File: config.mk
export PLATFORM = sky130hd
export DESIGN_NAME = gpr_wb_sched
export DESIGN_NICKNAME = d
export VERILOG_FILES = /design/src/rtl/gpr_wb_sched.sv
export SDC_FILE = /design/constraint.sdc
export NUM_CORES = 1
export LEC_CHECK = 0
export BUFFER_PORTS_ARGS = -buffer_cell sky130_fd_sc_hd__buf_4
export CORE_MARGIN = 2
export CORE_UTILIZATION = 45
export DETAILED_ROUTE_END_ITERATION = 8
export HOLD_SLACK_MARGIN = 0.02
export PLACE_DENSITY = 0.76
export RECOVER_POWER = 50
export SYNTH_ARGS = -nofsm -noshare
export SYNTH_HDL_FRONTEND = slang
export SYNTH_SLANG_ARGS = --single-unit
export TNS_END_PERCENT = 50
File: constraint.sdc
create_clock -name clk -period 2.25 [get_ports clk]
set_clock_uncertainty 0.2 [all_clocks]
set_input_delay 0.3375 -clock clk [delete_from_list [all_inputs] [get_ports clk]]
set_output_delay 0.3375 -clock clk [all_outputs]
set_load 0.005 [all_outputs]
File: src/rtl/gpr_wb_sched.sv
// gpr_wb_sched
//   Write-back scheduler in front of the gpr register file. It owns the
//   single gpr write port and keeps a 32-entry scoreboard of destination
//   registers with a write in flight.
//
//   Issue side : issue_valid/rd/wr/rs1/rs2 in, issue_stall out. The stall is
//                combinational and covers RAW (rs1/rs2 busy) and WAW (rd busy).
//                A non-stalled writing issue to rd!=0 reserves busy[rd].
//   Producers  : req_valid/reg/data/byte in (NREQ lanes, packed slices),
//                req_ready out (one-hot grant, round-robin, combinational).
//   gpr port   : w_en/w_byte/wreg/wdata out, registered, one cycle after the
//                transfer. busy[wreg] clears on the edge where w_en=1.
//   Debug      : busy is the scoreboard; busy[0] is always 0.
module gpr_wb_sched #(
    parameter int NREQ = 3
) (
    input  logic                 clk,
    input  logic                 rst,
    input  logic                 issue_valid,
    input  logic [4:0]           issue_rd,
    input  logic                 issue_wr,
    input  logic [4:0]           issue_rs1,
    input  logic [4:0]           issue_rs2,
    output logic                 issue_stall,
    input  logic [NREQ-1:0]      req_valid,
    input  logic [5*NREQ-1:0]    req_reg,
    input  logic [32*NREQ-1:0]   req_data,
    input  logic [NREQ-1:0]      req_byte,
    output logic [NREQ-1:0]      req_ready,
    output logic                 w_en,
    output logic                 w_byte,
    output logic [4:0]           wreg,
    output logic [31:0]          wdata,
    output logic [31:0]          busy
);

    localparam int PTR_W = (NREQ > 1) ? $clog2(NREQ) : 1;

    // State
    logic [31:0]      busy_q,   busy_d;
    logic [PTR_W-1:0] ptr_q,    ptr_d;
    logic             w_en_q,   w_en_d;
    logic             w_byte_q, w_byte_d;
    logic [4:0]       wreg_q,   wreg_d;
    logic [31:0]      wdata_q,  wdata_d;

    // Per-lane views of the packed request buses
    logic [4:0]  lane_reg  [NREQ];
    logic [31:0] lane_data [NREQ];

    generate
        for (genvar gi = 0; gi < NREQ; gi++) begin : g_lane
            assign lane_reg[gi]  = req_reg[5*gi +: 5];
            assign lane_data[gi] = req_data[32*gi +: 32];
        end
    endgenerate

    // Round-robin grant: search from ptr+1 and wrap, first valid lane wins.
    logic [NREQ-1:0]  grant_oh;
    logic [PTR_W-1:0] grant_idx;
    logic             xfer;
    logic [PTR_W-1:0] scan_idx;

    always_comb begin
        grant_oh  = '0;
        grant_idx = '0;
        xfer      = 1'b0;
        scan_idx  = '0;
        for (int k = 1; k <= NREQ; k++) begin
            scan_idx = PTR_W'((int'(ptr_q) + k) % NREQ);
            if (!xfer && req_valid[scan_idx]) begin
                xfer               = 1'b1;
                grant_oh[scan_idx] = 1'b1;
                grant_idx          = scan_idx;
            end
        end
        // No grants while held in reset.
        if (rst) begin
            grant_oh = '0;
            xfer     = 1'b0;
        end
    end

    assign req_ready = grant_oh;

    // Hazard detection against the scoreboard. No bypass of a clear that is
    // committing this cycle: the dependent leaves stall the cycle after.
    logic reserve;

    assign issue_stall = rst | (issue_valid & (busy_q[issue_rs1] | busy_q[issue_rs2] |
                                               (issue_wr & busy_q[issue_rd])));
    assign reserve     = issue_valid & ~issue_stall & issue_wr & (issue_rd != 5'd0);

    // Next-state
    always_comb begin
        busy_d   = busy_q;
        ptr_d    = ptr_q;
        w_en_d   = 1'b0;
        w_byte_d = w_byte_q;
        wreg_d   = wreg_q;
        wdata_d  = wdata_q;

        // Clear first, then set: a new reservation of the same register on
        // the commit edge belongs to the new producer and must survive.
        if (w_en_q) begin
            busy_d[wreg_q] = 1'b0;
        end
        if (reserve) begin
            busy_d[issue_rd] = 1'b1;
        end
        busy_d[0] = 1'b0;

        if (xfer) begin
            ptr_d    = grant_idx;
            // r0 writes are accepted from the producer but never reach gpr.
            w_en_d   = (lane_reg[grant_idx] != 5'd0);
            w_byte_d = req_byte[grant_idx];
            wreg_d   = lane_reg[grant_idx];
            wdata_d  = lane_data[grant_idx];
        end
    end

    always_ff @(posedge clk) begin
        if (rst) begin
            busy_q   <= '0;
            ptr_q    <= PTR_W'(NREQ - 1);
            w_en_q   <= 1'b0;
            w_byte_q <= 1'b0;
            wreg_q   <= '0;
            wdata_q  <= '0;
        end else begin
            busy_q   <= busy_d;
            ptr_q    <= ptr_d;
            w_en_q   <= w_en_d;
            w_byte_q <= w_byte_d;
            wreg_q   <= wreg_d;
            wdata_q  <= wdata_d;
        end
    end

    // A staged write present while reset is asserted must not commit at the
    // reset edge, so the enable is masked by rst.
    assign w_en   = w_en_q & ~rst;
    assign w_byte = w_byte_q;
    assign wreg   = wreg_q;
    assign wdata  = wdata_q;
    assign busy   = busy_q;

endmodule

==> reports/summary.txt <==
status - finished with violations
failing checks - setup timing
vias - 6842
Hold Crit Depth - 4
initial antenna violation count - 0
gr ovfl total - 0
Synth top area share - 27.77%
Post-route DRC - 0
Final Hold Violating Endpoints - 0
clock root buffer - clkbuf_16
htree depth - 3
EDFF count, synth - 0
Unique masters post-synth - 61
final antenna-violating net count - 0
post-DP HPWL - 14170 µm
total CTS buffers - 9
global-route wire length before repair - 34780 µm
hold buffer count at CTS - 0
share of cells above drive strength 1 - 54.72%
finished layout cell area - 9233 µm²
area leader, netlist - dfxtp_1
biggest cell delay along the critical path - 0.42 ns
area delta synth->final - 77.85%
Worst Path Required - 1.71 ns
Crit path arrival time - 2.34 ns
final core occ - 81.55%
Top Ports - 211
Seq/Total Area, Yosys - 27.77%
synthesized area - 5191 µm²
Initial Util - 45.86%
RSZ-0062 raised after global routing - true
Max Slew Vio Count - 0
Critical Path Sink Type - output port
Fill cells - 656
minimum clock period - 2.881 ns
GRT Util Overall - 35.19%
Worst-Margin Slew - 0.7297 ns
Lkg Pwr - 4.137 nW
Post-Route WL - 25330 µm
Die X - 111.4 µm
R2R Setup Slk - -0.49 ns
Synth warnings - 0
Mapped Cells - 610
Syn Area/Cell - 8.510 µm²
Ant. Diodes - 0
Post-Syn Nets - 750
CTS tree - built
DRT Pass-1 Iters - 7
Routed WL per cell - 23.81 µm
clock latency on the worst-skew pair - 0.34 ns
crit-path cells - buf_6, inv_4, ha_4, buf_8, mux2i_2, a221o_1, o32ai_2, a222oi_1, nor2_1, buf_4
Tcrit/Tclk final - 128.0%
Post-synth top flop - dfxtp_1
DR iter-0 viols - 711
Hold WC Path Type - in2reg
Die Area - 12410 µm²
Synth Register Bits - 72
pin count of the biggest net entering global routing - 54
CP max-delay cell - a222oi_1
pwr dens - 820.9 nW/µm²
crit-path max FO - 6
die height - 111.4 µm
placed instance area - 7501 µm²
count leader, synth - dfxtp_1
FFs w/ async S/R, synth - 0%
Slew headroom - 51.35%
final-report setup violation count - 76
Area contributors post-synth - dfxtp_1 (28%), mux2i_1 (12%), o41ai_2 (7.2%), a211o_1 (6.4%), nand2_1 (4.7%)
Critical Path Source Type - register
PortBufs - 209
vias in the first global route - 6637
GPL Wtd Cong - 0.9756
maximum VDD drop - 0.5658 mV
net count reported at finish - 1057
critical path class - reg2out
Core Area - 11320 µm²
FF-to-FF path depth - 9
most instantiated cells after synthesis - dfxtp_1 (72), nand2_1 (65), mux2i_1 (64)
Max-Cap Viols - 0
clock slew seen by the registers of the worst setup and hold paths - 0.06 ns
clk buf depth - 2
f_max - 347.2 MHz
num rows - 39
PnR worst setup slack - -0.6306 ns
Clock Sinks - 72
vias per cell - 6.430
## metal layers
layer | GRT usage [%] | vias up | share of wire, %
li1 | - | 2870 | -
met1 | 39.29 | 3176 | 33
met2 | 63.09 | 612 | 49
met3 | 8.547 | 184 | 10
met4 | 16.46 | 0 | 7.4
met5 | 0 | - | 0
## flip-flops by register name, indices dropped and copies added, names as in the netlist
register  flops
w_byte        1
w_en_q        1
wreg          5
busy         31
ptr_q         2
wdata        32
## critical path: cells and delay by family, from the launching register on
| family | cells | cell delay, ns |
|---|---|---|
| AO/OA/AOI/OAI | 3 | 0.74 |
| adder cells (fa/ha/maj) | 1 | 0.17 |
| buffers and inverters | 4 | 0.46 |
| flip-flops | 1 | 0.37 |
| multiplexers | 1 | 0.17 |
| AND/OR/NAND/NOR | 1 | 0.09 |
## final cells by class
type | instances | area [µm²] | area share (%)
flip-flops and latches | 72 | 1454 | 15.75
inverters | 9 | 36.28 | 0.3930
clock buffers | 12 | 266.5 | 2.887
clock inverters | 3 | 40.04 | 0.4337
repair buffers | 352 | 3173 | 34.37
multi-input cells | 473 | 4084 | 44.23
well taps | 143 | 178.9 | 1.938
## through the flow
| stage | setup WS (ns) | instances | hold slack, ns | setup TNS [ns] | power [mW] |
|---|---|---|---|---|---|
| after floorplan | -0.03079 | 610 | 0.2527 | -0.6462 | 3.159 |
| after global placement | -0.2805 | 989 | 0.2451 | -10.44 | 4.273 |
| after detailed placement | -0.4308 | 989 | 0.2472 | -18.61 | 4.349 |
| after CTS | -0.5435 | 1048 | 0.1855 | -13.01 | 6.961 |
| after global routing | -0.6757 | 1064 | 0.1961 | -26.59 | 7.856 |
| final | -0.6306 | 1064 | 0.1954 | -23.75 | 7.579 |
## cell families (layout without fill, tap and decap cells)
group / Yosys count / count (layout) / share of synthesized area [%]
buf+inv: 66 / 376 / 5.808
flops: 72 / 72 / 27.77
mux: 78 / 78 / 17.62
compound gates: 170 / 171 / 26.75
other cells: 1 / 1 / 0.07224
simple gates: 219 / 219 / 21.02
fa+ha+maj: 4 / 4 / 0.9641
## what timing repair did
item                                    CTS  global route
pin swaps                                26            68
endpoints found under the setup margin   75            76
hold endpoints to repair                  0             0
gates cloned                             15             2
setup buffers                            29            21
gates resized for setup                  99            77
## placed cells by master, fill, tap and decap left out, types with 6 or more instances in the layout
master / Yosys / layout
mux4_2: 10 / 10
o41ai_2: 23 / 21
inv_1: 9 / 7
nand2_1: 65 / 63
buf_6: 3 / 19
nand3b_1: 26 / 26
buf_16: 0 / 12
nor2_1: 63 / 42
o21ai_0: 17 / 16
a211o_1: 38 / 38
a21oi_2: 0 / 20
o22ai_1: 7 / 6
dfxtp_2: 0 / 7
a21oi_1: 44 / 23
clkbuf_16: 0 / 11
dfxtp_1: 72 / 64
or2_2: 8 / 8
nor2b_1: 21 / 20
clkbuf_1: 30 / 11
mux2i_1: 64 / 57
clkbuf_4: 0 / 24
o31ai_2: 0 / 7
nor2_4: 0 / 18
buf_12: 0 / 15
buf_4: 2 / 264
## power by group
part	switching [mW]	internal, mW	total (mW)
combinational	2.06	2.35	4.40
clock	0.551	0.939	1.49
sequential	0.190	1.49	1.68
total	2.80	4.78	7.58
## final timing paths
check | from | to
worst max-delay path | ptr_q[1] | req_ready[1]
worst min-delay path | req_data[91] | wdata[27]
worst max register to register | busy[26] | busy[15]
worst min register to register | wdata[1] | wdata[1]
(Power assumes the default switching activity.)
